**src/rtl/counter_pkg.sv**
```systemverilog
// Shared constants for the programmable event/timer counter.
package counter_pkg;

  localparam int unsigned MODE_WRAP = 0;
  localparam int unsigned MODE_SAT  = 1;

  localparam logic DIR_UP   = 1'b1;
  localparam logic DIR_DOWN = 1'b0;

endpackage

```
**src/rtl/counter_prescaler.sv**
```systemverilog
// Enable-gated prescaler: tick every PRE_DIV enabled cycles, synchronous clear.
module counter_prescaler #(
  parameter int unsigned PRE_DIV = 1
) (
  input  logic clk,
  input  logic reset,
  input  logic en,
  input  logic clr,
  output logic tick
);

  localparam int unsigned PW = (PRE_DIV > 1) ? $clog2(PRE_DIV) : 1;
  localparam logic [PW-1:0] LAST = PW'(PRE_DIV - 1);
  localparam logic [PW-1:0] ONE  = PW'(1);

  logic [PW-1:0] pre_q, pre_d;

  // With PRE_DIV=1, LAST is 0 and the register never leaves 0, so tick == en.
  assign tick = en && (pre_q == LAST);

  always_comb begin
    pre_d = pre_q;
    if (clr) begin
      pre_d = '0;
    end else if (en) begin
      if (pre_q == LAST) pre_d = '0;
      else               pre_d = pre_q + ONE;
    end
  end

  always_ff @(posedge clk or negedge reset) begin
    if (!reset) pre_q <= '0;
    else        pre_q <= pre_d;
  end

endmodule

```
**src/rtl/counter_prog.sv**
```systemverilog
// Loadable up/down counter with prescaler, wrap/saturate, terminal-count and compare-match pulses.
module counter_prog
  import counter_pkg::*;
#(
  parameter int unsigned WIDTH    = 8,
  parameter int unsigned PRE_DIV  = 1,
  parameter int unsigned SAT_MODE = MODE_WRAP
) (
  input  logic             clk,
  input  logic             reset,
  input  logic [WIDTH-1:0] wdata,
  input  logic             wr,
  input  logic             wr_cmp,
  input  logic             en,
  input  logic             dir,
  output logic [WIDTH-1:0] data_cnt,
  output logic             tc,
  output logic             match
);

  localparam logic             SAT     = (SAT_MODE == MODE_SAT);
  localparam logic [WIDTH-1:0] ONE     = WIDTH'(1);
  localparam logic [WIDTH-1:0] CNT_MAX = '1;
  localparam logic [WIDTH-1:0] CNT_NMX = {{(WIDTH-1){1'b1}}, 1'b0};

  logic [WIDTH-1:0] cnt_q, cnt_d;
  logic [WIDTH-1:0] cmp_q, cmp_d;
  logic             tc_q, tc_d;
  logic             match_q, match_d;
  logic             tick;

  counter_prescaler #(
    .PRE_DIV (PRE_DIV)
  ) u_prescaler (
    .clk   (clk),
    .reset (reset),
    .en    (en),
    .clr   (wr),
    .tick  (tick)
  );

  always_comb begin
    cnt_d = cnt_q;
    cmp_d = cmp_q;
    tc_d  = 1'b0;
    if (wr_cmp) cmp_d = wdata;

    if (wr) begin
      cnt_d = wdata;
    end else if (tick) begin
      if (dir == DIR_UP) begin
        if (cnt_q == CNT_MAX) begin
          if (!SAT) begin
            cnt_d = '0;
            tc_d  = 1'b1;
          end
        end else begin
          cnt_d = cnt_q + ONE;
          tc_d  = SAT && (cnt_q == CNT_NMX);
        end
      end else begin
        if (cnt_q == '0) begin
          if (!SAT) begin
            cnt_d = CNT_MAX;
            tc_d  = 1'b1;
          end
        end else begin
          cnt_d = cnt_q - ONE;
          tc_d  = SAT && (cnt_q == ONE);
        end
      end
    end

    // A load always qualifies; a step only when the value actually moved onto cmp.
    match_d = (cnt_d == cmp_d) && (wr || (cnt_d != cnt_q));
  end

  always_ff @(posedge clk or negedge reset) begin
    if (!reset) begin
      cnt_q   <= '0;
      cmp_q   <= '0;
      tc_q    <= 1'b0;
      match_q <= 1'b0;
    end else begin
      cnt_q   <= cnt_d;
      cmp_q   <= cmp_d;
      tc_q    <= tc_d;
      match_q <= match_d;
    end
  end

  assign data_cnt = cnt_q;
  assign tc       = tc_q;
  assign match    = match_q;

endmodule

```
**config.mk**
```make
export PLATFORM = sky130hd
export DESIGN_NAME = counter_prog
export DESIGN_NICKNAME = d
export VERILOG_FILES = /design/src/rtl/counter_pkg.sv /design/src/rtl/counter_prescaler.sv /design/src/rtl/counter_prog.sv
export SDC_FILE = /design/constraint.sdc
export NUM_CORES = 1
export LEC_CHECK = 0
export BUFFER_PORTS_ARGS = -buffer_cell sky130_fd_sc_hd__clkbuf_2
export CAP_MARGIN = 10
export CORE_UTILIZATION = 47
export DETAILED_ROUTE_END_ITERATION = 6
export PLACE_DENSITY = 0.69
export SYNTH_ARGS = -nofsm -noshare
export SYNTH_HDL_FRONTEND = slang
export SYNTH_SLANG_ARGS = --single-unit
```
**constraint.sdc**
```tcl
create_clock -name clk -period 6.3 [get_ports clk]
set_input_delay 0.63 -clock clk [delete_from_list [all_inputs] [get_ports clk]]
set_output_delay 0.63 -clock clk [all_outputs]
set_load 0.01 [all_outputs]
```
== Word level (Yosys, flattened, before mapping) ==
Cells that the tools add are included.
Cells by class
  $add $sub $neg: 3
  eq/ne operators: 3
  multiplexer cells: 14
  bitwise operators: 1
  reduce and logical (&&, ||, !) cells: 5
Operator list (number)
  $mux 8: 6
  $add 8x1->8 const B: 1
  $eq 8x8->1: 1
  $eq 8x8->1 const B: 1
  $logic_not 8->1: 1
  $mux 1: 8
  $ne 8x8->1: 1
  $sub 8x1->8 const B: 1
  $logic_and 1x1->1: 2
  $reduce_bool 2->1: 1
  $add 1x1->1 const B: 1
  $logic_or 1x1->1: 1
  $not 1->1: 1
Storage, ports and cells
  register bits after elaboration: 19
  input bits: 14
  output and inout bits: 10

== Longest topological paths before layout ==
Gate-level depths: netlist of the first run.
  word-level depth: 8
  depth in mapped cells: 8
  depth with buffers taken out: 8

== Hierarchy ==
Synthesis of the first run repeated with hierarchy kept, for this count alone.
Second synthesis, totals
  cell total of the unflattened synthesis: 164
  area, all modules: 1443.9 um^2
By module, submodules not included
  counter_prog: times used 1, cells an instance 163, area each 1436.4 um^2
  counter_prescaler: times used 1, cells an instance 1, area each 7.5 um^2

== Least setup slack after synthesis of the first run ==
Ideal clock, no wire load.
  kind: register -> register
  start point: register cnt_q[0], in the netlist data_cnt[0]
  end point: register match_q, in the netlist match
  arrival time: 2303 ps
  data required time: 6204 ps
  path slack: 3901 ps
  stages on the path, launching flop included: 9
  buffers on the path: 0
  period minus slack after synthesis: 2399 ps
  cell sequence: dfrtp_1 -> inv_1 -> ha_1 -> or3b_2 -> o21ba_2 -> a2111o_1 -> nand4_1 -> o2111ai_1 -> nor4_2
Between the ends
  cells in the longest elaborated chain, start to end: 8
  elaborated cells on any way between the ends: 13
  classes of those cells: add/sub (2); eq/ne (3); mux (5); reduce/logical (3)
RTL lines
  from (decl): RTL line counter_prog.sv:26  | logic [WIDTH-1:0] cnt_q, cnt_d;
  from (signal assigned): RTL line counter_prog.sv:85  | cnt_q <= cnt_d;
  $sub 8x1->8, or another cell as far along: RTL line counter_prog.sv:68  | cnt_d = cnt_q - ONE;
  $mux 8 (on tied branches): RTL line counter_prog.sv:62, counter_prog.sv:52
  $mux 8: RTL line counter_prog.sv:51  | if (dir == DIR_UP) begin
  $mux 8: RTL line counter_prog.sv:50  | end else if (tick) begin
  $mux 8: RTL line counter_prog.sv:48  | if (wr) begin
  $ne 8x8->1: RTL line counter_prog.sv:75  | match_d = (cnt_d == cmp_d) && (wr || (cnt_d != cnt_q));
  $logic_or 1x1->1: RTL line counter_prog.sv:75
  $logic_and 1x1->1 *: RTL line counter_prog.sv:75
  via match_d: RTL line counter_prog.sv:29  | logic match_q, match_d;
  to (signal assigned): RTL line counter_prog.sv:88  | match_q <= match_d;
  to (decl): RTL line counter_prog.sv:29
The timed path passes the listed nets; every way through them passes the cells marked *.
A chain may end at the register's enable or synchronous reset.

== Worst setup path in the final report of the first run ==
Same ends and word-level chain as after synthesis.

==> reports/qor.txt, run 1 <==
largest net degree at the start of global routing = 21
Antenna Cells = 0
TritonCTS Sinks = 18
cell row count = 19
Final setup viols = 0
count leader, synth = dfrtp_1
mean post-synth cell area = 8.920 sq um
Worst-Margin Slew = 627.5 ps
pwr dens = 200.4 mW/mm^2
Crit Path Category = register to register
gr ovfl total = 0
post_cts resized = 0
TritonCTS clock tree = yes
IO Count = 24
top cells by area, synth = dfrtp_1 33%, mux2_2 5.7%, a21oi_1 2.9%
share of flip-flops with an asynchronous set or reset = 1.000
EDFF count, synth = 0
Flop pwr share = 0.480
synth warn = 0
Pint = 0.0001913 W
Worst path max stage delay = 480 ps
Vert. Die Dim = 56.24 um
first-pass GRT wire length = 5740 um
cell family with most CP delay = simple AND/OR/NAND/NOR gates
crit-path max FO = 8
initial antenna violation count = 0
Synth Register Bits = 18
Max Fclk = 382.8 MHz
cts hold-fix bufs = 0
combinational power share = 0.326
DRT iter0 DRCs = 77
crit path DAT = 2830 ps
post-synth top area cell = dfrtp_1
CTS max path bufs = 2
Worst VDD drop = 0.1612 mV
CP bufs+invs = 1
Final Skew = 6.073 ps
First-pass DRT Iterations = 4
vias in the first global route = 1193
NetSw = 0.0001121 W
Post-synth top cells = 18 x dfrtp_1, 10 x inv_1, 9 x clkbuf_1
Slew Viols, Final = 0
Net Sw Frac = 0.3694
slowest stage cell, crit path = dfrtp_1
synth unique cells = 55
register area share after synthesis = 0.3258
fin crit period = 2612 ps
Worst slew margin = 0.5762
CP Capture Type = register
# DRC = 0
via count = 1293
hold crit path type = input pin to async pin
CP startpoint kind = register
Core Region = 0.002781 sq mm
DRT antenna net count = 0
fin nets = 190
Fin Setup TNS = 0 ps
routed vias/inst = 6.401
HPWL after DPL = 2690 um
Clk pin slew, worst setup/hold paths = 100 ps
Reg2Reg Depth = 8
gp weighted congestion = 0.8931
Clock power frac = 0.194
max-cap viol count = 0
average wire per cell in the routed design = 17.45 um
Die W = 56.24 um
Mapped Area = 0.001383 sq mm
Cells after Synth = 155
overall global routing resource usage = 0.2321
deepest level of the CTS H-tree = 1
critical path depth = 8
# Post-CTS Setup Buffers = 0
period utilization = 0.4146
layout cell share with drive strength beyond 1 = 0.2398
CTS buffer count = 3
Clk Latency, worst-skew pair = 300 ps
Port Buffer Count = 23
die area = 0.003162 sq mm
Routed WL = 3525 um
Root Buffer = clkbuf_4
area fraction of the dominant cell type after synthesis = 0.3258
initial core utilization = 0.4971
Hold Vio Cnt, Final = 0
RSZ-0062 raised after global routing = no
status = completed
Core Util, Final = 0.5443
predominant post-synthesis flop cell = dfrtp_1
crit path cell chain = inv_1 > ha_1 > or3b_2 > o21ba_2 > a311oi_1 > mux2i_1 > nand4b_1 > nor4_2
Area Overhead vs Synth = 9.502%
fill cell count = 267
Leak = 0.6542 nW
Tot Pwr = 0.0003033 W
Crit path required time = 6520 ps
Syn Nets = 172
power by group through the flow:
stage	registers, W	clock network, W	logic [W]
after floorplan	0.000140	0	0.0000748
after global placement	0.000147	0	0.0000958
after detailed placement	0.000147	0	0.0000977
after CTS	0.000145	0.0000594	0.0000982
after global routing	0.000148	0.0000622	0.000109
final	0.000146	0.0000589	0.0000988
registers in the layout, indices dropped and copies added, names as in the netlist:
signal,flops
data_cnt,8
cmp_q,8
tc,1
match,1
worst register-to-register path, stage by stage (launching register included):
cell      delay [ps]
dfrtp_1          480
inv_1            150
ha_1             200
or3b_2           480
o21ba_2          250
a311oi_1         380
mux2i_1          230
nand4b_1         140
nor4_2           230
layout by cell type (no fill, tap or decap), types with 7 or more instances in the layout:
cell	n
clkbuf_2	23
dfrtp_1	18
inv_1	10
nand2_1	8
nor2_1	8
a21oi_1	8
nand3_1	7
mux2_2	7
area by class of cell:
| cell class | count | area [sq um] | area share |
|---|---|---|---|
| Multi-Input combinational cell | 117 | 849.6 | 0.5612 |
| Sequential cell | 18 | 450.4 | 0.2975 |
| Timing Repair Buffer | 23 | 115.1 | 0.07603 |
| Tap cell | 31 | 38.79 | 0.02562 |
| Inverter | 10 | 37.54 | 0.02479 |
| Clock buffer | 3 | 22.52 | 0.01488 |
kinds of logic after synthesis:
group           synth area share
compound gates            0.2453
xor+xnor                 0.01901
fa+ha+maj                0.02715
buf+inv                  0.05973
flops                     0.3258
mux                      0.08598
simple gates              0.2371
through the flow:
stage | hold slack (ps) | instances | setup slack, ps | cell area [sq um]
floorplan | 334.4 | 155 | 3901 | 1383
detailed placement | 498.3 | 199 | 3746 | 1491
CTS | 271.6 | 202 | 3717 | 1514
global placement | 496.5 | 199 | 3828 | 1491
finish | 258.2 | 202 | 3688 | 1514
global route | 293.6 | 202 | 3518 | 1514
per-layer routing:
metal / part of all wire / routed length, um / track usage / up-vias
met2: 0.47 / 1667 / 0.3503 / 41
met5: 0 / 0 / 0 / -
met1: 0.46 / 1619 / 0.3442 / 618
li1: - / - / - / 629
met4: 0.014 / 49 / 0.09756 / 0
met3: 0.053 / 188 / 0.01395 / 5
worst paths after layout:
kind | startpoint | to | slack (ps)
max | data_cnt[0] | match | 3690
min | reset | data_cnt[0] | 260
max reg2reg | data_cnt[0] | match | 3690
min in group clk | cmp_q[0] | cmp_q[0] | 520
max in group asynchronous | reset | cmp_q[4] | 5720
min reg2reg | cmp_q[0] | cmp_q[0] | 520
No activity file was read; power rests on OpenSTA's default activity.
==> run 2: changes to the inputs <==
- clock period: 6.3 -> 2.7 ns (I/O delays scaled with it)
==> reports/qor.txt, run 2 (synthesis gave the netlist of run 1 again) <==
# DRC = 0 (unchanged)
Pint = 0.0004893 W (+160%)
Root Buffer = clkbuf_4
largest net degree at the start of global routing = 21 (unchanged)
deepest level of the CTS H-tree = 1 (unchanged)
CP startpoint kind = register
most common cell after layout, fill and taps aside = clkbuf_2
CTS buffer count = 3 (unchanged)
Core Util, Final = 0.5686 (+0.02429)
NetSw = 0.0002660 W (+140%)
Area Overhead vs Synth = 14.39%
Slew Viols, Final = 0 (unchanged)
initial antenna violation count = 0 (unchanged)
Antenna Cells = 0 (unchanged)
HPWL after DPL = 2779 um (+3.3%)
max-cap viol count = 0 (unchanged)
Hold Vio Cnt, Final = 0 (unchanged)
TritonCTS Sinks = 18 (unchanged)
Net Sw Frac = 0.3522 (-0.01722)
die area = 0.003162 sq mm (unchanged)
combinational power share = 0.353 (+0.027)
first-pass GRT wire length = 6113 um (+6.5%)
period utilization = 0.9498 (+0.5352)
crit-path max FO = 7 (-1)
layout cell share with drive strength beyond 1 = 0.2697 (+0.02990)
pwr dens = 477.6 mW/mm^2 (+140%)
via count = 1379 (+6.7%)
Min Hold Slack = 242.6 ps (-15.61 ps)
routed vias/inst = 6.598 (+3.1%)
Worst slew margin = 0.5800 (+0.003778)
Core Region = 0.002781 sq mm (unchanged)
initial core utilization = 0.4971 (unchanged)
RSZ-0062 raised after global routing = no
Leak = 0.6911 nW (+5.6%)
IO Count = 24 (unchanged)
Worst VDD drop = 0.4160 mV (+160%)
overall global routing resource usage = 0.2493 (+0.01717)
Port Buffer Count = 23 (unchanged)
fin nets = 196 (+3.2%)
Crit Path Category = register to register
Worst-Margin Slew = 621.9 ps (-5.595 ps)
cell row count = 19 (unchanged)
crit path DAT = 2770 ps (-60 ps)
Clk pin slew, worst setup/hold paths = 110 ps (about the same)
TritonCTS clock tree = yes
Routed WL = 3603 um (+2.2%)
Final setup viols = 0 (unchanged)
Tot Pwr = 0.0007553 W (+150%)
hold crit path type = input pin to register
placed cells = 204 (+2.5%)
final cell count without fillers = 209 (+3.5%)
vias in the first global route = 1320 (+11%)
Die W = 56.24 um (unchanged)
CTS max path bufs = 2 (unchanged)
Clk Latency, worst-skew pair = 300 ps (about the same)
gp weighted congestion = 0.8488 (-5.0%)
CP Capture Type = register
Final Skew = 5.012 ps (-1.062 ps)
Crit path required time = 2910 ps (-3610 ps)
Flop pwr share = 0.422 (-0.058)
status = completed
DRT antenna net count = 0 (unchanged)
Vert. Die Dim = 56.24 um (unchanged)
average wire per cell in the routed design = 17.24 um (-1.2%)
# Post-CTS Setup Buffers = 0 (unchanged)
commonest non-fill, non-tap cells in the layout = 23 x clkbuf_2, 18 x dfrtp_1, 10 x inv_1
Fin Setup TNS = 0 ps (unchanged)
First-pass DRT Iterations = 4 (unchanged)
fin crit period = 2565 ps (-47.62 ps)
Max Fclk = 389.9 MHz (+1.9%)
gr ovfl total = 0 (unchanged)
Clock power frac = 0.225 (+0.031)
DRT iter0 DRCs = 85 (+10%)
run 2: cell types whose count changed in the layout (fill, tap and decap cells not counted), sizes merged:
cell         change
buf              +5
clkbuf           +1
dlygate4sd3      +1
run 2: final timing paths:
check                            startpoint          end  slack, ps  cells past startpoint
worst min register to register     cmp_q[0]     cmp_q[0]        520                      1
worst min-delay path               wdata[4]  data_cnt[4]        240                      3
min in group asynchronous             reset  data_cnt[1]        440                      2
max in group asynchronous             reset  data_cnt[2]       1930                      2
worst max register to register  data_cnt[1]        match        140                      8
worst max-delay path            data_cnt[1]        match        140                      8
run 2: power groups by stage:
| stage | registers, W | clock network [W] | logic, W |
|---|---|---|---|
| detailed placement | 0.000324 | 0 | 0.000261 |
| global placement | 0.000322 | 0 | 0.000258 |
| floorplan | 0.000327 | 0 | 0.000175 |
| finish | 0.000318 | 0.000170 | 0.000267 |
| global route | 0.000323 | 0.000185 | 0.000294 |
| CTS | 0.000318 | 0.000170 | 0.000264 |
run 2: repair_timing:
item                                    CTS  global route
endpoints found under the setup margin    0             1
resized for setup                         0             1
hold buffers                              1             0
hold endpoints to repair                 18             0
run 2: metrics by stage:
step	area [sq um]	setup WS, ps
detailed placement	1529	140.0
floorplan	1383	300.9
finish	1582	135.4
CTS	1575	108.0
global placement	1529	275.1
global route	1582	5.164
run 2: layout make-up:
cell class              count  area [sq um]
clock buffers               4         36.28
fillers                   256          1200
inverters                  10         37.54
multi-input cells         117         855.8
flip-flops and latches     18         450.4
well taps                  31         38.79
repair buffers             29         162.7
run 2: critical path: stages, from the launching register on:
cell,delay (ps)
dfrtp_1,460
inv_1,130
ha_1,160
or3b_2,480
o21ba_2,260
a2111o_1,450
nand4_1,110
o2111ai_1,130
nor4_2,280
run 2: per-layer routing:
layer  part of all wire  track usage  up-vias
met5                  0            0        -
met4              0.019       0.1045        0
met3              0.067      0.04884        9
met2               0.47       0.3929       64
met1               0.44       0.3338      664
li1                   -            -      642
==> run 3: changes to the inputs <==
- CTS_BUF_LIST: not set -> sky130_fd_sc_hd__clkbuf_16
==> reports/qor.txt, run 3 (synthesis gave the netlist of run 1 again) <==
status = completed
crit-path max FO = 7 (unchanged)
slowest stage cell, crit path = or3b_2
Routed WL = 3696 um (+2.6%)
Die W = 56.24 um (unchanged)
Core Region = 0.002781 sq mm (unchanged)
max-cap viol count = 0 (unchanged)
RSZ-0062 raised after global routing = no
crit path cell chain = inv_1 > ha_1 > or3b_2 > o21ba_2 > a2111o_1 > nand4_1 > o2111ai_1 > nor4_2
Slew Viols, Final = 0 (unchanged)
IO Count = 24 (unchanged)
DRT iter0 DRCs = 83 (-2.4%)
gr ovfl total = 0 (unchanged)
vias in the first global route = 1334 (+1.1%)
fin area = 0.001624 sq mm (+2.7%)
crit path DAT = 2710 ps (-60 ps)
routed vias/inst = 6.641 (+0.65%)
initial core utilization = 0.4971 (unchanged)
period utilization = 0.9483 (-0.001510)
fin crit period = 2561 ps (-4.078 ps)
average wire per cell in the routed design = 17.68 um (+2.6%)
Clk Latency, worst-skew pair = 250 ps (-50 ps)
via count = 1388 (+0.65%)
Leak = 0.7086 nW (+2.5%)
# DRC = 0 (unchanged)
CP Capture Type = register
Antenna Cells = 0 (unchanged)
DRT antenna net count = 0 (unchanged)
CTS max path bufs = 2 (unchanged)
Worst path max stage delay = 480 ps (about the same)
CP startpoint kind = register
Hold Vio Cnt, Final = 0 (unchanged)
commonest non-fill, non-tap cells in the layout = 23 x clkbuf_2, 18 x dfrtp_1, 10 x inv_1
first-pass GRT wire length = 6196 um (+1.4%)
most common cell after layout, fill and taps aside = clkbuf_2
hold crit path type = input pin to register
Clk pin slew, worst setup/hold paths = 50 ps (-60 ps)
Vert. Die Dim = 56.24 um (unchanged)
First-pass DRT Iterations = 4 (unchanged)
Worst-Margin Slew = 629.2 ps (+7.325 ps)
Root Buffer = clkbuf_16
layout cell share with drive strength beyond 1 = 0.2640 (-0.005618)
post-placement cell area = 0.001529 sq mm (unchanged)
Final Skew = 5.338 ps (+0.3260 ps)
Crit Path Category = register to register
fin nets = 196 (unchanged)
Worst VDD drop = 0.4976 mV (+20%)
pwr dens = 545.4 mW/mm^2 (+14%)
overall global routing resource usage = 0.2473 (-0.001963)
TritonCTS Sinks = 18 (unchanged)
deepest level of the CTS H-tree = 1 (unchanged)
initial antenna violation count = 0 (unchanged)
HPWL after DPL = 2779 um (unchanged)
Worst slew margin = 0.5751 (-0.004947)
Area Overhead vs Synth = 17.47%
TritonCTS clock tree = yes
CTS buffer count = 3 (unchanged)
cell row count = 19 (unchanged)
Final setup viols = 0 (unchanged)
Port Buffer Count = 23 (unchanged)
die area = 0.003162 sq mm (unchanged)
Max Fclk = 390.5 MHz (+0.16%)
gp weighted congestion = 0.8488 (unchanged)
Crit path required time = 2850 ps (-60 ps)
Fin Setup TNS = 0 ps (unchanged)
largest net degree at the start of global routing = 21 (unchanged)
## run 3: cell types whose count changed in the layout (fill, tap and decap cells not counted)
cell / change
clkbuf_8: -1
clkbuf_4: -3
clkinv_1: +1
clkbuf_16: +3
## run 3: area by class of cell
| cell class | instances | area [sq um] |
|---|---|---|
| clock buffer | 3 | 75.07 |
| clock inverter | 1 | 3.754 |
| fill | 247 | 1157 |
| inverter | 10 | 37.54 |
| multi-input combinational | 117 | 855.8 |
| sequential | 18 | 450.4 |
| tap | 31 | 38.79 |
| timing repair buffer | 29 | 162.7 |
## run 3: timing repair
action / 4_1_cts / 5_1_grt
endpoints found under the setup margin: 0 / 1
gates resized for setup: 0 / 1
hold endpoints to repair: 18 / 0
setup buffers: 0 / 0
hold buffers: 1 / 0
## run 3: per-stage QoR
step | power, W | hold WS (ps) | utilization | std cells | setup WS [ps]
after floorplan | 0.0005016 | -25.59 | - | 155 | 300.9
after global placement | 0.0005807 | 234.6 | 0.5497 | 204 | 275.1
after detailed placement | 0.0005849 | 244.6 | 0.5497 | 204 | 140.0
after CTS | 0.0008838 | 309.0 | 0.5816 | 209 | 123.6
after global routing | 0.0009289 | 324.2 | 0.5839 | 209 | 25.90
final | 0.0008858 | 299.7 | 0.5839 | 209 | 139.5
## run 3: worst paths after layout
| path | startpoint | endpoint | slack (ps) | cells past startpoint |
|---|---|---|---|---|
| hold reg to reg | cmp_q[0] | cmp_q[0] | 510 | 1 |
| setup / recovery | data_cnt[1] | match | 140 | 8 |
| max in group asynchronous | reset | cmp_q[6] | 1860 | 2 |
| setup reg to reg | data_cnt[1] | match | 140 | 8 |
| hold / removal | wdata[4] | data_cnt[4] | 300 | 3 |
| min in group asynchronous | reset | tc | 510 | 2 |
## run 3: power breakdown
group / switching (W) / internal (W) / leakage, nW
clock: 0.0000998 / 0.000197 / 0.0385
combinational: 0.000159 / 0.000111 / 0.452
sequential: 0.0000228 / 0.000297 / 0.218
total: 0.000281 / 0.000605 / 0.709
## run 3: worst max-delay path, delay by kind of cell, from the launching register on
kind	cells	cell delay, ps
fa+ha+maj	1	170
buf+inv	1	140
simple gates	3	870
flops	1	440
compound gates	3	840
## run 3: metal layers
metal / track usage / share of wire / up-vias
met3: 0.02093 / 0.070 / 8
met4: 0.09059 / 0.015 / 0
met2: 0.3980 / 0.47 / 75
met1: 0.3471 / 0.45 / 665
li1: - / - / 640
met5: 0 / 0 / -
